==> config.mk <==
export PLATFORM = sky130hd
export DESIGN_NAME = fetch_unit
export DESIGN_NICKNAME = d
export VERILOG_FILES = /design/src/rtl/fetch_unit.sv
export SDC_FILE = /design/constraint.sdc
export NUM_CORES = 1
export LEC_CHECK = 0
export BUFFER_PORTS_ARGS = -buffer_cell sky130_fd_sc_hd__buf_4
export CAP_MARGIN = 40
export CELL_PAD_IN_SITES_DETAIL_PLACEMENT = 0
export CELL_PAD_IN_SITES_GLOBAL_PLACEMENT = 1
export CORE_UTILIZATION = 30
export CTS_CLUSTER_SIZE = 24
export DETAILED_ROUTE_END_ITERATION = 8
export PLACE_DENSITY_LB_ADDON = 0.1
export SYNTH_ARGS = -nofsm -noshare
export SYNTH_HDL_FRONTEND = slang
export SYNTH_SLANG_ARGS = --single-unit
==> constraint.sdc <==
create_clock -name clk -period 8.41 [get_ports clk]
set_clock_uncertainty 0.2 [all_clocks]
set_input_delay 0 -clock clk [delete_from_list [all_inputs] [get_ports clk]]
set_output_delay 0 -clock clk [all_outputs]
set_load 0.02 [all_outputs]
==> src/rtl/fetch_unit.sv <==
// 8080 instruction fetch stage: issues byte reads to a fixed 2-cycle memory port,
// queues returned bytes and assembles 1-3 byte instructions for decode.
module fetch_unit #(
    parameter logic [15:0] RESET_PC = 16'h0000,
    parameter int unsigned QDEPTH   = 4
) (
    input  logic        clk,
    input  logic        rst_n,
    output logic [15:0] raddr,
    input  logic [15:0] rdata,
    input  logic        redirect,
    input  logic [15:0] redirect_pc,
    output logic        ins_valid,
    input  logic        ins_ready,
    output logic [15:0] ins_pc,
    output logic [7:0]  ins_opcode,
    output logic [15:0] ins_operand,
    output logic [1:0]  ins_len
);

    localparam int unsigned CW = $clog2(QDEPTH + 1);

    function automatic logic [1:0] op_len(input logic [7:0] op);
        logic [1:0] len;
        len = 2'd1;
        casez (op)
            8'b00??0001, 8'h22, 8'h2A, 8'h32, 8'h3A, 8'hC3, 8'hCB,
            8'b11???010, 8'hCD, 8'hDD, 8'hED, 8'hFD, 8'b11???100: len = 2'd3;
            8'b00???110, 8'hC6, 8'hCE, 8'hD6, 8'hDE, 8'hE6, 8'hEE,
            8'hF6, 8'hFE, 8'hD3, 8'hDB:                           len = 2'd2;
            default:                                              len = 2'd1;
        endcase
        return len;
    endfunction

    logic [15:0]          fetch_pc_q, fetch_pc_d;
    logic [15:0]          dec_pc_q, dec_pc_d;
    logic                 epoch_q, epoch_d;
    logic                 s0_v_q, s0_v_d, s0_e_q, s0_e_d;
    logic                 s1_v_q, s1_v_d, s1_e_q, s1_e_d;
    logic [QDEPTH*8-1:0]  q_q, q_d;
    logic [CW-1:0]        q_cnt_q, q_cnt_d;
    logic                 ins_valid_q, ins_valid_d;
    logic [15:0]          ins_pc_q, ins_pc_d;
    logic [7:0]           ins_opcode_q, ins_opcode_d;
    logic [15:0]          ins_operand_q, ins_operand_d;
    logic [1:0]           ins_len_q, ins_len_d;

    logic [1:0]           head_len;
    logic [CW:0]          occ;
    logic                 issue, push, slot_free, assemble;
    logic [CW-1:0]        pop_n, wr_idx;
    logic                 rdata_unused;

    assign rdata_unused = ^rdata[15:8];

    always_comb begin
        fetch_pc_d    = fetch_pc_q;
        dec_pc_d      = dec_pc_q;
        epoch_d       = epoch_q;
        q_d           = q_q;
        q_cnt_d       = q_cnt_q;
        ins_valid_d   = ins_valid_q;
        ins_pc_d      = ins_pc_q;
        ins_opcode_d  = ins_opcode_q;
        ins_operand_d = ins_operand_q;
        ins_len_d     = ins_len_q;

        head_len  = op_len(q_q[7:0]);
        // Credit: queued bytes plus both pipe stages must stay below QDEPTH.
        occ       = {1'b0, q_cnt_q} + (CW + 1)'(s0_v_q) + (CW + 1)'(s1_v_q);
        issue     = !redirect && (occ < (CW + 1)'(QDEPTH));
        push      = s1_v_q && (s1_e_q == epoch_q);
        slot_free = !ins_valid_q || ins_ready;
        assemble  = !redirect && slot_free && (q_cnt_q >= CW'(head_len));
        pop_n     = assemble ? CW'(head_len) : '0;
        wr_idx    = q_cnt_q - pop_n;

        if (issue) begin
            fetch_pc_d = fetch_pc_q + 16'd1;
        end
        s0_v_d = issue;
        s0_e_d = epoch_q;
        s1_v_d = s0_v_q;
        s1_e_d = s0_e_q;

        q_d = q_q >> (8 * pop_n);
        for (int unsigned i = 0; i < QDEPTH; i++) begin
            if (push && (wr_idx == CW'(i))) begin
                q_d[i*8 +: 8] = rdata[7:0];
            end
        end
        q_cnt_d = wr_idx + CW'(push);

        if (slot_free) begin
            ins_valid_d = 1'b0;
        end
        if (assemble) begin
            ins_valid_d   = 1'b1;
            ins_pc_d      = dec_pc_q;
            ins_opcode_d  = q_q[7:0];
            ins_len_d     = head_len;
            ins_operand_d = (head_len == 2'd3) ? q_q[23:8]
                          : (head_len == 2'd2) ? {8'h00, q_q[15:8]} : 16'h0000;
            dec_pc_d      = dec_pc_q + {14'd0, head_len};
        end

        // A transfer in the redirect cycle still completes; the flush only clears state.
        if (redirect) begin
            fetch_pc_d  = redirect_pc;
            dec_pc_d    = redirect_pc;
            q_cnt_d     = '0;
            ins_valid_d = 1'b0;
            epoch_d     = ~epoch_q;
        end
    end

    always_ff @(posedge clk or negedge rst_n) begin
        if (!rst_n) begin
            fetch_pc_q    <= RESET_PC;
            dec_pc_q      <= RESET_PC;
            epoch_q       <= 1'b0;
            s0_v_q        <= 1'b0;
            s0_e_q        <= 1'b0;
            s1_v_q        <= 1'b0;
            s1_e_q        <= 1'b0;
            q_q           <= '0;
            q_cnt_q       <= '0;
            ins_valid_q   <= 1'b0;
            ins_pc_q      <= '0;
            ins_opcode_q  <= '0;
            ins_operand_q <= '0;
            ins_len_q     <= 2'd1;
        end else begin
            fetch_pc_q    <= fetch_pc_d;
            dec_pc_q      <= dec_pc_d;
            epoch_q       <= epoch_d;
            s0_v_q        <= s0_v_d;
            s0_e_q        <= s0_e_d;
            s1_v_q        <= s1_v_d;
            s1_e_q        <= s1_e_d;
            q_q           <= q_d;
            q_cnt_q       <= q_cnt_d;
            ins_valid_q   <= ins_valid_d;
            ins_pc_q      <= ins_pc_d;
            ins_opcode_q  <= ins_opcode_d;
            ins_operand_q <= ins_operand_d;
            ins_len_q     <= ins_len_d;
        end
    end

    assign raddr       = fetch_pc_q;
    assign ins_valid   = ins_valid_q;
    assign ins_pc      = ins_pc_q;
    assign ins_opcode  = ins_opcode_q;
    assign ins_operand = ins_operand_q;
    assign ins_len     = ins_len_q;

endmodule

==> results.md, run 1 <==
- Post-layout util: between 40 and 50%
- Detailed-route wire length: approximately 17 mm
- Number of vias per cell: 4.97
- Required time at the worst-slack endpoint: 8.54 ns
- Post-detailed-route count of antenna-violating nets: 0
- Top cell type's share of synthesized area: around 49%
- Critical path fanouts, max: 17
- Drt first-iter violations: ~340
- Post-synthesis average cell area: slightly below 10 um2
- Post-Syn Nets: between 600 and 700
- Clock tree from TritonCTS: done
- Min Clock Period, post-route: between 5 and 6 ns
- Number of optimization iterations in the first detailed-route pass: 5
- Total power density per cell area: 400 nW/um2
- GRT Total Usage: 18.1%
- Setup TNS: 0 ns
- Root Driver: clkbuf_16
- Area added between synthesis and finish: 31.5%
- Number of flops mapped to enable cells by yosys: 0
- Total number of vias: between 4000 and 5000
- Final Cycle Share: around 67%
- Area of all placed cells without fillers: 7600 um2
- Sequential Power Share: between 30% and 40%
- Number of global-route vias before repair: a little under 5000
- Die Y-Extent: around 140 um
- Total CTS buffers: 17
- Synthesized cell area: about 5800 um2
- Arrival time worst endpoint: 5.80 ns
- Distinct cells, synth: 57
- Count of state elements after synthesis: roughly 120
- Final hold viol count: 0
- Clock edge transition at the registers on the reported setup and hold paths: about 0.050 ns
- Number of standard-cell rows in the floorplan: 50
- Fraction of layout cells with a size suffix above 1: between 20% and 30%
- FF/Latch Area: about 2900 um2
- Area after DPL: 6700 um2
- Die outline width: about 140 um
- Element type at the critical path end: flip-flop
- Number of pins with negative max-slew slack in the final report: 0
- DP Wirelength: between 10 and 15 mm
- IO buf count: 86
- Post-Layout Cell Count: a little under 1000
- Ranking of synthesized cells by area: dfrtp_1 49%, nand2_1 8.9%, mux2_2 4.3%
- Type of the worst setup path: reg2reg
- Net switching fraction of the power: 42.0%
- Final #Nets: between 700 and 800
- Most area-hungry cell type in the Yosys netlist: dfrtp_1
- Diodes inserted: 0
- F_max: 0.177 GHz
- Max-slew headroom: between 40% and 50%
- Area of the multi-input gates: between 2000 and 3000 um2
- Synth Warn #: 0
- Net Switching: around 1.3 mW
- Cell count of the worst hold path: 0
- R2R cell count: 17
- Average wire per standard cell: around 17 um
- Lkg Pwr: between 3 and 4 nW
- Wire length of the first global-routing pass: around 27 mm
- Starting density of the core: between 30 and 40%
- Die Area: about 20000 um2
- Clk_lat worst skew: between 0.4 and 0.5 ns
- Clock tree sinks: between 100 and 150
- Part of the total power dissipated in the clock network: 23.5%
- Design internal power: 1.77 mW
- Peak supply drop: ~0.23 mV
- Element type at the critical path start: flip-flop
- Global route total overflow: 0
- Total of fill cells in the finished design: roughly 1900
- Fraction of the yosys area taken by sequential cells: 49.8%
- Antenna violations before repair: 0
- Floorplan core area: 18800 um2
- I/O pin count: 95
- Slew at the pin closest to its max-slew limit: ~0.77 ns
- Number of remaining DRC errors: 0
- Run status: complete, no violations
- Final RePlAce weighted congestion: between 0.7 and 0.8
- Total of max-cap violations: 0
- Number of standard cells after synthesis: between 500 and 600
- Async SR Flop Fraction: 100%
- Unrepaired setup endpoints after global routing: false
- Final number of setup-violating endpoints: 0
- DP Cell Count: 900
- Worst hold path type: reg2reg
- Most used flip-flop cell after synthesis: dfrtp_1
- Most common cell in the synthesized netlist: nand2_1
- H-tree lvl count: 4
- Buffers from clock root to sink, at most: 2
- Relative contribution of combinational cells to total power: around 45%
- Ranking of synthesized cells by instance count: 137 x nand2_1, 114 x dfrtp_1, 38 x o21ai_0, 36 x nand3_1, 36 x nor2_1
- Maximum number of pins on one net before global-route repair: 61
-- cell type report --
cell class / instances / share of cell area (%)
clock buffer: 27 / 6.62
clock inverter: 5 / 0.988
inverter: 10 / 0.494
multi-input combinational: 444 / 35.8
sequential: 115 / 37.9
tap: 234 / 3.85
timing repair buffer: 129 / 14.4
-- metal layers --
layer / up-vias / track usage (%) / wire length [um]
met5: - / 0 / 0
met4: 0 / 6.41 / 166
met2: 92 / 26.0 / 7210
met3: 12 / 4.25 / 691
met1: 2358 / 26.5 / 8710
li1: 2332 / - / -
-- state kept, by name, indices dropped and copies added (netlist names) --
name / count
q_q: 32
s1_e_q: 1
s0_v_q: 1
ins_opcode: 8
ins_pc: 16
ins_valid: 1
ins_operand: 16
q_cnt_q: 3
dec_pc_q: 16
raddr: 16
epoch_q: 1
s0_e_q: 1
ins_len: 2
s1_v_q: 1
-- critical path: stages (launching register included) --
cell	delay, ns
dfrtp_1	0.57
nand4b_1	0.18
o31a_1	0.30
nor2_2	0.62
inv_1	0.18
ha_1	0.31
nand2b_1	0.17
a211o_1	0.45
o211ai_1	0.18
inv_1	0.08
ha_1	0.18
inv_1	0.06
fa_1	0.48
nor2b_1	0.14
nand4_1	0.46
o21ai_1	0.63
o22ai_1	0.19
a31oi_1	0.19
-- cell usage in the layout, fill, tap and decap left out, types with 7 or more instances in the layout --
cell             n
nand2_1        136
dfrtp_1        114
buf_4           91
o21ai_0         38
nand3_1         36
nor2_1          35
dlygate4sd3_1   31
mux2_2          22
a21oi_1         22
clkbuf_16       17
xnor2_1         16
xor2_1          14
mux2i_1         10
inv_1            9
a31oi_1          9
ha_1             9
a211oi_1         8
o22ai_1          8
nand4_1          7
-- through the flow --
| step | total power [mW] | worst slack (ns) | hold slack, ns |
|---|---|---|---|
| 2_1_floorplan | 1.86 | 3.81 | -0.496 |
| 3_3_place_gp | 2.28 | 2.40 | -0.121 |
| 3_5_place_dp | 2.33 | 2.70 | -0.117 |
| 4_1_cts | 3.08 | 2.65 | 0.152 |
| 5_1_grt | 3.27 | 2.32 | 0.165 |
| 6_report | 3.04 | 2.75 | 0.151 |
-- power groups by stage --
stage          combinational, mW  clock, mW  sequential, mW
2_1_floorplan              0.851          0            1.01
3_3_place_gp                1.31          0           0.970
3_5_place_dp                1.36          0           0.976
4_1_cts                     1.38      0.731           0.968
5_1_grt                     1.52      0.759           0.997
6_report                    1.36      0.716           0.967
-- path summary, 6_finish.rpt --
| kind | endpoint | slack, ns | startpoint |
|---|---|---|---|
| worst max-delay path | q_q[2] | 2.75 | q_q[6] |
| worst min-delay path | s1_e_q | 0.15 | s0_e_q |
| worst max register to register | q_q[2] | 2.75 | q_q[6] |
| worst min register to register | s1_e_q | 0.15 | s0_e_q |
| max in group asynchronous | ins_opcode[5] | 6.34 | rst_n |
| min in group asynchronous | q_q[7] | 0.39 | rst_n |
-- what timing repair did --
action / in CTS / in global routing
setup buffers: 0 / 0
setup endpoints to repair: 0 / 0
endpoints found under the hold margin: 125 / 0
hold buffers: 31 / 0
gates resized for setup: 0 / 0
-- cells by family after synthesis --
family	Yosys count	share of synthesized area (%)
multiplexers	32	6.02
XOR/XNOR	31	4.83
adder cells (fa/ha/maj)	11	2.64
flip-flops	115	49.8
AO/OA/AOI/OAI	113	13.3
AND/OR/NAND/NOR	257	20.2
buffers and inverters	38	3.27
No activity file was read; power rests on OpenSTA's default activity.
==> inputs of run 2 (changes only) <==
==> constraint.sdc (replaced) <==
create_clock -name clk -period 5 [get_ports clk]
set_clock_uncertainty 0.2 [all_clocks]
set_input_delay 0 -clock clk [delete_from_list [all_inputs] [get_ports clk]]
set_output_delay 0 -clock clk [all_outputs]
set_load 0.02 [all_outputs]
==> run 2 against run 1 <==
Wire length barely moved. Non-clock buffer count rose by 9. Register-to-register slack got worse by 2.0 ns. Largest cell class unchanged. Worst hold slack improved by 0.0065 ns. Critical path type unchanged. Global-route usage fell by 0.091 points. Final cell count rose by 0.62%.
==> results.md, run 2 (synthesis results as in run 1) <==
- Run status: complete, no violations (unchanged)
- Final #Nets: 773 (was 764)
- Antenna violations before repair: 0 (unchanged)
- Commonest non-fill, non-tap cells in the layout: 136 x nand2_1, 114 x dfrtp_1, 103 x buf_4 (was 136 x nand2_1, 114 x dfrtp_1, 91 x buf_4)
- Unrepaired setup endpoints after global routing: false (unchanged)
- Buffers plus inverters on the worst setup path: 3 (unchanged)
- Detailed-route wire length: 16.8 mm (about the same)
- Wire length of the first global-routing pass: 27.1 mm (was 27.2 mm)
- Die Area: 19800 um2 (unchanged)
- Clock tree from TritonCTS: done (unchanged)
- Total of fill cells in the finished design: 1858 (was 1915)
- Cell count of the worst hold path: 0 (unchanged)
- Total of max-cap violations: 0 (unchanged)
- Root Driver: clkbuf_16 (unchanged)
- H-tree lvl count: 4 (unchanged)
- Number of remaining DRC errors: 0 (unchanged)
- Number of vias per cell: 4.95 (was 4.97)
- Die outline width: 141 um (unchanged)
- Cell type group with the largest total delay on the critical path: simple AND/OR/NAND/NOR gates (was compound AO/OA/AOI/OAI gates)
- Clock edge transition at the registers on the reported setup and hold paths: 0.05 ns (about the same)
- Maximum number of pins on one net before global-route repair: 48 (was 61)
- Post-detailed-route count of antenna-violating nets: 0 (unchanged)
- Die Y-Extent: 141 um (unchanged)
- Global route total overflow: 0 (unchanged)
- Total CTS buffers: 17 (unchanged)
- Number of pins with negative max-slew slack in the final report: 0 (unchanged)
- I/O pin count: 95 (unchanged)
- Hold_sp: s0_e_q (unchanged)
- Most common library cell in the layout ignoring fill and taps: nand2_1 (unchanged)
- Type of the worst setup path: reg2reg (unchanged)
- Fraction of layout cells with a size suffix above 1: 24.6% (was 22.9%)
- Max-slew headroom: 54.8% (was 48.6%)
- Clock tree sinks: 115 (unchanged)
- Diodes inserted: 0 (unchanged)
- Final Cycle Share: 84.6% (was 67.3%)
- Number of standard-cell rows in the floorplan: 50 (unchanged)
- Final hold viol count: 0 (unchanged)
- Starting density of the core: 30.8% (unchanged)
- Total number of vias: 4797 (was 4794)
- Setup TNS: 0 ns (unchanged)
- Largest register FFs: 32 (unchanged)
- F_max: 0.236 GHz (was 0.177 GHz)
- Lkg Pwr: 3.51 nW (was 3.44 nW)
- DP Wirelength: 11.8 mm (was 11.7 mm)
- Final RePlAce weighted congestion: 0.786 (was 0.784)
- Total power density per cell area: 682 nW/um2 (was 400 nW/um2)
- Element type at the critical path end: flip-flop (unchanged)
- Min Clock Period, post-route: 4.23 ns (was 5.66 ns)
- Floorplan core area: 18800 um2 (unchanged)
- Resized cells post-CTS: 0 (unchanged)
- Average wire per standard cell: 17.3 um (was 17.4 um)
- Required time at the worst-slack endpoint: 5.12 ns (was 8.54 ns)
- Arrival time worst endpoint: 4.35 ns (was 5.80 ns)
- Element type at the critical path start: flip-flop (unchanged)
- Slowest cell on the critical path: dfrtp_1 (was o21ai_1)
- Maximum single-stage delay on the critical path: 0.51 ns (was 0.63 ns)
- Clk_lat worst skew: 0.41 ns (was 0.42 ns)
- First element of the critical path: q_q[6] (unchanged)
- Peak supply drop: 0.375 mV (was 0.233 mV)
- Top reg by flops: q_q (unchanged)
- R2R cell count: 17 (unchanged)
- Critical path fanouts, max: 8 (was 17)
- Area added between synthesis and finish: 33.6% (was 31.5%)
- Number of optimization iterations in the first detailed-route pass: 4 (was 5)
- Crit path cell chain: or3b_1, a211oi_2, a311oi_4, nand2_2, inv_2, ha_1, a211o_1, o211ai_1, inv_1, ha_1, inv_1, fa_1, nor2b_1, nand4_1, nand3_1, a21oi_1, a31oi_1 (was nand4b_1, o31a_1, nor2_2, inv_1, ha_1, nand2b_1, a211o_1, o211ai_1, inv_1, ha_1, inv_1, fa_1, nor2b_1, nand4_1, o21ai_1, o22ai_1, a31oi_1)
- WP depth: 17 (unchanged)
- Buffers from clock root to sink, at most: 2 (unchanged)
- Number of global-route vias before repair: 4821 (was 4868)
- Slew at the pin closest to its max-slew limit: 0.677 ns (was 0.770 ns)
- Drt first-iter violations: 303 (was 337)
- Worst hold path type: reg2reg (unchanged)
- Final number of setup-violating endpoints: 0 (unchanged)
- Smallest hold slack: 0.157 ns (was 0.151 ns)
- IO buf count: 86 (unchanged)
- Worst reg2reg startpoint: q_q[6] (unchanged)
- GRT Total Usage: 18.0% (was 18.1%)
==> run 2: worst paths after layout <==
check                      slack (ns)            end
setup / recovery                 0.77         q_q[1]
hold / removal                   0.16         s1_e_q
setup reg to reg                 0.77         q_q[1]
hold reg to reg                  0.16         s1_e_q
max in group asynchronous        3.48  ins_opcode[1]
min in group asynchronous        0.48   dec_pc_q[12]
==> run 2: per-stage QoR <==
stage / setup slack, ns / cell area, um2 / std cells / total power [mW] / util, %
6_report: 0.771 / 7720 / 970 / 5.27 / 41.2
3_3_place_gp: 0.831 / 6790 / 910 / 4.02 / 36.2
4_1_cts: 0.766 / 7720 / 970 / 5.33 / 41.2
3_5_place_dp: 0.797 / 6830 / 912 / 4.07 / 36.4
5_1_grt: 0.485 / 7720 / 970 / 5.66 / 41.2
2_1_floorplan: 0.403 / 5780 / 597 / 3.13 / -
==> run 2: final cells by class <==
| class | count | area (um2) | share of cell area (%) |
|---|---|---|---|
| clock buffer | 25 | 526 | 6.80 |
| clock inverter | 4 | 70.1 | 0.907 |
| inverter | 10 | 37.5 | 0.486 |
| multi-input combinational | 444 | 2720 | 35.2 |
| sequential | 115 | 2880 | 37.3 |
| tap | 234 | 293 | 3.79 |
| timing repair buffer | 138 | 1200 | 15.6 |
==> run 2: layer usage <==
| metal | part of all wire [%] | routed length, um | global-route usage [%] | vias to the layer above |
|---|---|---|---|---|
| li1 | - | - | - | 2348 |
| met1 | 50 | 8470 | 26.4 | 2334 |
| met2 | 44 | 7350 | 26.0 | 103 |
| met3 | 4.6 | 771 | 4.45 | 12 |
| met4 | 1.1 | 184 | 5.61 | 0 |
| met5 | 0 | 0 | 0 | - |
==> run 2: timing repair <==
action | in CTS | in global routing
hold buffers | 29 | 0
setup buffers | 0 | 0
hold endpoints to repair | 184 | 0
==> run 2: report_power, final <==
group | switching, mW | internal [mW]
registers | 0.334 | 1.28
clock network | 0.407 | 0.816
logic | 1.42 | 1.01
total | 2.16 | 3.11
